### src/rtl/oc_pkg.sv
// Shared constants and types for the ones-counter arbiter slice.
// Also holds the helper that sizes frame accumulators.
package oc_pkg;

  localparam int unsigned DIN_W = 7;
  localparam int unsigned CNT_W = 3;

  typedef logic [0:0] req_id_t;

  // Smallest accumulator width that holds 7*frame_len without wrapping.
  function automatic int unsigned min_acc_w(input int unsigned frame_len);
    return $clog2(7 * frame_len + 1);
  endfunction

endpackage

### src/rtl/OC_7in.sv
// Seven-input ones counter: combinational popcount of one 7-bit word.
module OC_7in
  import oc_pkg::*;
(
  input  logic [DIN_W-1:0] din_i,
  output logic [CNT_W-1:0] cnt_o
);

  always_comb begin
    cnt_o = '0;
    for (int i = 0; i < DIN_W; i++) begin
      cnt_o = cnt_o + CNT_W'(din_i[i]);
    end
  end

endmodule

### src/rtl/oc_share_arbiter.sv
// Two requesters share one OC_7in via a round-robin arbiter; per-requester
// accumulators total the popcounts over frames and pulse done on completion.
module oc_share_arbiter
  import oc_pkg::*;
#(
  parameter int unsigned FRAME_LEN = 8,
  parameter int unsigned ACC_W     = min_acc_w(FRAME_LEN)
) (
  input  logic             clk,
  input  logic             rst,
  input  logic             req0,
  input  logic             req1,
  input  logic [DIN_W-1:0] din0,
  input  logic [DIN_W-1:0] din1,
  output logic             gnt0,
  output logic             gnt1,
  output logic [ACC_W-1:0] sum0,
  output logic [ACC_W-1:0] sum1,
  output logic             done0,
  output logic             done1
);

  localparam logic [7:0] LastIdx = 8'(FRAME_LEN - 1);

  req_id_t          prio_q;
  logic             pv_q;
  req_id_t          pid_q;
  logic [CNT_W-1:0] pcnt_q;
  logic [ACC_W-1:0] acc_q  [2];
  logic [7:0]       wcnt_q [2];
  logic [ACC_W-1:0] sum_q  [2];
  logic [1:0]       done_q;

  logic             accept;
  req_id_t          gid;
  logic [DIN_W-1:0] mux_din;
  logic [CNT_W-1:0] cnt;
  logic [ACC_W-1:0] pcnt_ext;

  // Lone requester always wins; on contention the pointer decides.
  always_comb begin
    gnt0     = req0 & (~req1 | (prio_q == 1'b0));
    gnt1     = req1 & (~req0 | (prio_q == 1'b1));
    accept   = gnt0 | gnt1;
    gid      = req_id_t'(gnt1);
    mux_din  = gnt1 ? din1 : din0;
    pcnt_ext = ACC_W'(pcnt_q);
  end

  OC_7in u_oc (
    .din_i (mux_din),
    .cnt_o (cnt)
  );

  always_ff @(posedge clk) begin
    if (rst) begin
      prio_q <= '0;
      pv_q   <= 1'b0;
      pid_q  <= '0;
      pcnt_q <= '0;
      done_q <= '0;
      for (int i = 0; i < 2; i++) begin
        acc_q[i]  <= '0;
        wcnt_q[i] <= '0;
        sum_q[i]  <= '0;
      end
    end else begin
      pv_q <= accept;
      if (accept) begin
        prio_q <= ~gid;
        pid_q  <= gid;
        pcnt_q <= cnt;
      end
      done_q <= '0;
      if (pv_q) begin
        if (wcnt_q[pid_q] == LastIdx) begin
          sum_q[pid_q]  <= acc_q[pid_q] + pcnt_ext;
          acc_q[pid_q]  <= '0;
          wcnt_q[pid_q] <= '0;
          done_q[pid_q] <= 1'b1;
        end else begin
          acc_q[pid_q]  <= acc_q[pid_q] + pcnt_ext;
          wcnt_q[pid_q] <= wcnt_q[pid_q] + 8'd1;
        end
      end
    end
  end

  assign sum0  = sum_q[0];
  assign sum1  = sum_q[1];
  assign done0 = done_q[0];
  assign done1 = done_q[1];

endmodule

### config.mk
export PLATFORM = sky130hd
export DESIGN_NAME = oc_share_arbiter
export DESIGN_NICKNAME = d
export VERILOG_FILES = /design/src/rtl/oc_pkg.sv /design/src/rtl/OC_7in.sv /design/src/rtl/oc_share_arbiter.sv
export SDC_FILE = /design/constraint.sdc
export NUM_CORES = 1
export LEC_CHECK = 0
export CORE_ASPECT_RATIO = 2
export CORE_MARGIN = 2
export CORE_UTILIZATION = 41
export CTS_CLUSTER_SIZE = 30
export DETAILED_ROUTE_END_ITERATION = 8
export GPL_ROUTABILITY_DRIVEN = 1
export REMOVE_ABC_BUFFERS = 1
export SYNTH_ARGS = -nofsm -noshare
export SYNTH_HDL_FRONTEND = slang
export SYNTH_SLANG_ARGS = --single-unit
export TNS_END_PERCENT = 5
### constraint.sdc
create_clock -name clk -period 10.6 [get_ports clk]
set_clock_uncertainty 0.2 [all_clocks]
set_input_delay 2.12 -clock clk [delete_from_list [all_inputs] [get_ports clk]]
set_output_delay 2.12 -clock clk [all_outputs]
set_load 0.02 [all_outputs]
==> flow_summary_export.csv, run 1 <==
group,metric,value,unit
hold_path,min-delay-start,"pcnt_q[0]",
power_and_ir_drop,ir_drop,0.147,mV
route,totalWireLength,5.66,mm
floorplanning,coreArea,6010,um^2
job,maxCapViolCount,0,
timing,hold_ws,0.275,ns
finish,drive_above_1_share,9.35,%
worst_setup_path,crit_chain,"clkdlybuf4s50_1 > inv_1 > o21ai_2 > inv_1 > clkdlybuf4s50_1",
placement,numPortBuffers,33,
hold_path,hold-path-cell-count,2,
floorplanning,die_h,115,um
placement,post-place-cells,301,
timing,setup_violations,0,
finish,fin_nets,274,
global_route,grt_usage,18.6,%
finish,finalNonFillerCells,309,
worst_setup_path,critPathArrivalTime,3.75,ns
clock_network,clkLatencyLatePin,0.29,ns
hold_path,hold_end,"pcnt_q[0]",
worst_setup_path,endpoint_kind,"primary output",
run_status,run_status,"complete, no violations",
power_and_ir_drop,p_seq_share,43.9,%
power_and_ir_drop,combinationalPowerShare,17.8,%
route,drt_iter0_markers,43,
worst_setup_path,rr_endpoint,"pcnt_q[2]",
worst_setup_path,critPathMaxStageDelay,0.55,ns
worst_setup_path,r2r_setup_slack,6.78,ns
clock_network,clkSlewWorstSetupHoldPaths,0.06,ns
finish,insertedDiodeCount,0,
synth,synthesis.area,2540,um^2
synth,synth-edff-count,40,
floorplanning,die_w,59.7,um
synth,ys_seq_area_share,54.3,%
worst_setup_path,r2r-start,"prio_q",
synth,syn_area_per_cell,12.0,um^2
worst_setup_path,path_class,"in -> out",
route,firstDrtPassIters,4,
route,drc,0,
route,via_per_inst,5.57,
worst_setup_path,worstPathRequired,8.28,ns
route,postRouteAntennaNets,0,
synth,netlist_instances,212,
route,route.detailed.wl_per_inst,18.3,um
clock_network,cts-root-buf,"clkbuf_16",
worst_setup_path,worstPathMaxFanout,8,
clock_network,cts_tree,"done",
clock_network,cts_buffer_depth,2,
placement,dpl_cell_area,2890,um^2
floorplanning,start_util,42.3,%
power_and_ir_drop,p_sw,129,uW
global_route,grt.overflow.total,0,
timing,finalCritPeriodShare,57.3,%
timing,finalHoldViolCount,0,
global_route,grt_pass1_wl,8.93,mm
timing,fmax,0.165,GHz
clock_network,cts-buffers-inserted,5,
floorplanning,rows,40,
floorplanning,die_area,6880,um^2
power_and_ir_drop,p_leak,1.18,nW
synth,ys_ff_latch,49,
timing,period_needed,6.07,ns
timing,slew_viol_final,0,
synth,synthArstFlopShare,0,%
timing,worst_slew_pin_slew,0.905,ns
synth,synth_warnings,0,
global_route,antenna_found_initial,0,
clock_network,post_cts_buffers,0,
finish,final_area,3080,um^2
clock_network,cts_sinks,49,
hold_path,worstHoldPathType,"reg -> reg",
power_and_ir_drop,clkPwrFrac,38.3,%
worst_setup_path,reg2regPathDepth,13,
synth,synthFlopType,"edfxtp_1",
global_route,grt_max_degree,27,
clock_network,h-tree-depth,2,
timing,rsz0062_at_grt,"false",
worst_setup_path,cp_slowest_cell,"clkdlybuf4s50_1",
power_and_ir_drop,swShare,24.5,%
clock_network,hold_buffers,0,
power_and_ir_drop,cellPowerDensity,171,nW/um^2
finish,area_delta_synth_final,21.1,%
timing,fin_setup_tns,0,ns
placement,post-dp-hpwl,4.28,mm
clock_network,cts_resized,0,
placement,globalplace.congestion,0.774,
global_route,first_global_vias,1778,
timing,relSlewSlack,39.7,%
worst_setup_path,startpoint_type,"input pin",
synth,ys_types,41,
finish,fillCellCount,542,
power_and_ir_drop,intPower,398,uW
floorplanning,io_pins,34,
route,vias,1720,
per-layer routing:
layer  share of wire (%)  GRT usage, %
met5                   0             0
met4                 3.8          10.2
met3                 2.4          3.04
met2                  62          35.6
met1                  32          17.5
power by group through the flow:
stage	clock (mW)	combinational, mW	sequential (mW)
floorplan	0	0.0585	0.236
global placement	0	0.0951	0.235
detailed placement	0	0.0958	0.236
CTS	0.207	0.0969	0.232
global route	0.213	0.105	0.233
finish	0.202	0.0936	0.232
cells in the final DEF, fill, tap and decap left out, types with 4 or more instances in the layout:
master and n:
a21oi_1 5, and3_1 4, clkbuf_16 5, clkdlybuf4s50_1 33, dfxtp_1 9, edfxtp_1 40, fa_1 4, ha_1 7
inv_1 14, mux2_2 9, mux2i_1 13, nand2_1 11, nand3_1 6, nor2_1 19, nor3_1 21, nor3b_1 5
xnor2_1 6, xor2_1 4
worst max-delay path, delay by kind of cell:
| kind | cells | cell delay [ns] |
|---|---|---|
| AO/OA/AOI/OAI | 1 | 0.38 |
| buffers and inverters | 4 | 1.25 |
cells by family (layout without fill, tap and decap cells):
kind of cell | after synthesis | after routing | share of synthesized area, %
AOI/OAI and AO/OA | 20 | 20 | 5.56
xor gates and xnor gates | 10 | 10 | 3.44
and+or+nand+nor | 78 | 78 | 16.1
buffers and inverters | 22 | 56 | 4.87
adders and majority gates | 11 | 11 | 6.59
DFF | 49 | 49 | 54.3
muxes | 22 | 22 | 9.10
cells in the mapped netlist (2+ instances only):
cell type | n | area, um^2
a211oi_1 | 2 | 15.0
a21o_1 | 2 | 15.0
a21oi_1 | 5 | 25.0
and3_1 | 4 | 25.0
buf_6 | 2 | 22.5
buf_8 | 2 | 30.0
clkbuf_1 | 3 | 11.3
dfxtp_1 | 9 | 180
edfxtp_1 | 40 | 1200
fa_1 | 4 | 80.1
ha_1 | 7 | 87.6
inv_1 | 14 | 52.6
mux2_2 | 9 | 101
mux2i_1 | 13 | 130
nand2_1 | 11 | 41.3
nand3_1 | 6 | 30.0
nand4_1 | 2 | 12.5
nor2_1 | 19 | 71.3
nor3_1 | 21 | 105
nor3b_1 | 5 | 37.5
nor4_1 | 2 | 12.5
o211ai_1 | 2 | 15.0
o21ai_0 | 2 | 10.0
xnor2_1 | 6 | 52.6
xor2_1 | 4 | 35.0
worst max path at each step:
stage               startpoint        end  slack, ns
floorplan                 req0  pcnt_q[2]       5.20
global placement          req0  pcnt_q[2]       4.39
detailed placement        req0  pcnt_q[2]       4.37
CTS                       req0       gnt1       4.51
global route              req0       gnt1       4.39
finish                    req0       gnt1       4.53
sequential cells by signal, indices dropped and copies added (netlist names), named ones only:
signal,flops
pcnt_q,3
acc_q,12
sum_q,12
pv_q,1
done_q,2
pid_q,1
prio_q,1
wcnt_q,16
metrics by stage:
stage          util [%]  power, mW  setup slack, ns
5_1_grt            51.2      0.551             4.39
3_3_place_gp       48.1      0.331             4.39
4_1_cts            51.2      0.535             4.51
6_report           51.2      0.527             4.53
2_1_floorplan         -      0.295             5.20
3_5_place_dp       48.1      0.332             4.37
area by class of cell:
class                           count  area, um^2  area share [%]
Sequential cell                    49        1380            44.9
Clock buffer                        5         125            4.07
Inverter                           14        52.6            1.71
Tap cell                           63        78.8            2.56
Timing Repair Buffer               34         338            11.0
Multi-Input combinational cell    141        1040            33.7
Clock inverter                      3        65.1            2.11
(Power assumes the default switching activity.)
==> run 2: changes to the inputs <==
clock period = 5.2 ns   (was 10.6 ns; I/O delays follow)
==> flow_summary_export.csv, run 2 (synthesized netlist as in run 1, its figures left out) <==
group,metric,value,unit
timing,finalHoldViolCount,0,
timing,fin_setup_tns,0,ns
global_route,grt_pass1_wl,9.21,mm
finish,area_delta_synth_final,19.6,%
worst_setup_path,startpoint_type,"input pin",
finish,largest_register,"wcnt_q",
timing,finalCritPeriodShare,88.1,%
power_and_ir_drop,cellPowerDensity,321,nW/um^2
power_and_ir_drop,total_power,976,uW
route,via_per_inst,5.58,
route,postRouteAntennaNets,0,
finish,drive_above_1_share,9.68,%
clock_network,clkLatencyLatePin,0.29,ns
worst_setup_path,reg2regPathDepth,13,
finish,fin_nets,276,
power_and_ir_drop,clkPwrFrac,32.0,%
finish,most-common-layout-cells,"40 x edfxtp_1, 33 x clkdlybuf4s50_1, 21 x nor3_1",
clock_network,cts_resized,0,
worst_setup_path,rr_endpoint,"pcnt_q[2]",
route,route.detailed.wl_per_inst,18.8,um
power_and_ir_drop,p_seq_share,48.3,%
floorplanning,start_util,42.3,%
finish,insertedDiodeCount,0,
placement,post-dp-hpwl,4.51,mm
timing,relSlewSlack,40.4,%
global_route,grt.overflow.total,0,
power_and_ir_drop,p_leak,1.17,nW
floorplanning,die_h,115,um
worst_setup_path,critPathTopFamily,"adder cells",
floorplanning,die_area,6880,um^2
power_and_ir_drop,intPower,715,uW
route,firstDrtPassIters,6,
floorplanning,rows,40,
route,vias,1736,
worst_setup_path,crit_chain,"clkdlybuf4s50_1 > inv_1 > o21ai_2 > mux2_2 > ha_1 > inv_1 > fa_1 > fa_1 > inv_1 > ha_1 > fa_1 > xnor2_1 > nor2_1 > a21oi_1 > nor2_1",
timing,period_needed,4.58,ns
clock_network,h-tree-depth,2,
power_and_ir_drop,combinationalPowerShare,19.7,%
timing,fmax,0.218,GHz
clock_network,cts_buffer_depth,2,
worst_setup_path,critPathBufInv,4,
worst_setup_path,worstPathRequired,5.17,ns
global_route,antenna_found_initial,0,
power_and_ir_drop,p_sw,261,uW
route,drc,0,
hold_path,min-delay-start,"pcnt_q[0]",
job,maxCapViolCount,0,
clock_network,cts-buffers-inserted,5,
route,wl_met3,117,um
hold_path,worstHoldPathType,"reg -> reg",
worst_setup_path,critPathMaxStageDelay,0.54,ns
power_and_ir_drop,ir_drop,0.226,mV
global_route,grt_usage,19.2,%
route,met2_wirelength,3.71,mm
worst_setup_path,r2r-start,"prio_q",
finish,register_area,1380,um^2
timing,slew_viol_final,0,
hold_path,hold_end,"pcnt_q[0]",
worst_setup_path,path_class,"in -> reg",
worst_setup_path,endpoint_kind,"register",
clock_network,cts-root-buf,"clkbuf_16",
route,totalWireLength,5.84,mm
floorplanning,coreArea,6010,um^2
placement,post-place-cells,303,
power_and_ir_drop,swShare,26.8,%
worst_setup_path,critPathArrivalTime,4.55,ns
finish,final_area,3040,um^2
run_status,run_status,"complete, no violations",
clock_network,hold_buffers,0,
placement,dpl_cell_area,2900,um^2
clock_network,cts_tree,"done",
timing,hold_ws,0.257,ns
worst_setup_path,cp_slowest_cell,"clkdlybuf4s50_1",
clock_network,clkSlewWorstSetupHoldPaths,0.06,ns
global_route,grt_max_degree,27,
finish,multiInputGateArea,1040,um^2
floorplanning,die_w,59.7,um
hold_path,hold-path-cell-count,2,
clock_network,post_cts_buffers,0,
finish,fillCellCount,560,
finish,largest_reg_flops,16,
finish,finalNonFillerCells,311,
clock_network,cts_sinks,49,
route,wl_met1,1.87,mm
placement,globalplace.congestion,0.782,
timing,worst_slew_pin_slew,0.894,ns
global_route,first_global_vias,1840,
floorplanning,io_pins,34,
placement,numPortBuffers,33,
worst_setup_path,worstPathMaxFanout,5,
timing,rsz0062_at_grt,"false",
timing,setup_violations,0,
route,dr.max_layer_used,"met4",
worst_setup_path,r2r_setup_slack,1.63,ns
finish,mostFrequentLayoutCell,"edfxtp_1",
route,drt_iter0_markers,45,
finish,reg_top3,"wcnt_q (16), acc_q (12), sum_q (12)",
-- run 2: changes by cell type in the layout (fill, tap and decap cells not counted) --
| cell | before | now |
|---|---|---|
| clkbuf_1 | 0 | 1 |
| bufinv_16 | 2 | 0 |
| clkinv_2 | 1 | 2 |
| buf_4 | 1 | 3 |
-- run 2: worst reg2reg max path, stage by stage (launching register included) --
cell	delay (ns)
dfxtp_1	0.34
o21ai_2	0.22
mux2_2	0.36
ha_1	0.29
inv_1	0.06
fa_1	0.49
fa_1	0.52
inv_1	0.04
ha_1	0.19
fa_1	0.37
xnor2_1	0.14
nor2_1	0.05
a21oi_1	0.13
nor2_1	0.05
-- run 2: metal layers --
| metal | track usage, % | vias up |
|---|---|---|
| met5 | 0 | - |
| met4 | 8.89 | 0 |
| met3 | 2.36 | 8 |
| met2 | 38.7 | 41 |
| met1 | 17.4 | 855 |
| li1 | - | 832 |
-- run 2: power by group through the flow --
stage	Sequential, mW	Combinational (mW)	Clock [mW]
floorplan	0.481	0.119	0
global placement	0.480	0.196	0
detailed placement	0.481	0.199	0
CTS	0.472	0.199	0.318
global route	0.475	0.216	0.332
finish	0.472	0.192	0.312
-- run 2: worst max path at each step --
stage	start	endpoint	slack, ns	cells past startpoint
final	req0	pcnt_q[2]	0.62	15
after global routing	req0	pcnt_q[2]	0.45	15
after CTS	req0	pcnt_q[2]	0.60	15
after detailed placement	req0	pcnt_q[2]	0.30	15
after global placement	req0	pcnt_q[2]	0.35	15
after floorplan	req0	pcnt_q[2]	0.88	14
-- run 2: cell type report --
| cell class | count | share of cell area (%) |
|---|---|---|
| Multi-Input combinational cell | 141 | 34.1 |
| Tap cell | 63 | 2.59 |
| Sequential cell | 49 | 45.4 |
| Clock inverter | 2 | 0.329 |
| Timing Repair Buffer | 36 | 11.6 |
| Inverter | 14 | 1.73 |
| Clock buffer | 6 | 4.24 |
-- run 2: stage by stage --
step / worst slack [ns] / util (%)
2_1_floorplan: 0.884 / -
3_5_place_dp: 0.301 / 48.3
4_1_cts: 0.600 / 50.6
5_1_grt: 0.453 / 50.6
6_report: 0.619 / 50.6
3_3_place_gp: 0.353 / 48.3
==> run 3: changes to the inputs <==
CTS_CLUSTER_SIZE = 40   (was 30)
==> results of run 3 <==
The final DEF is identical to that of run 2; final timing and power are the same.
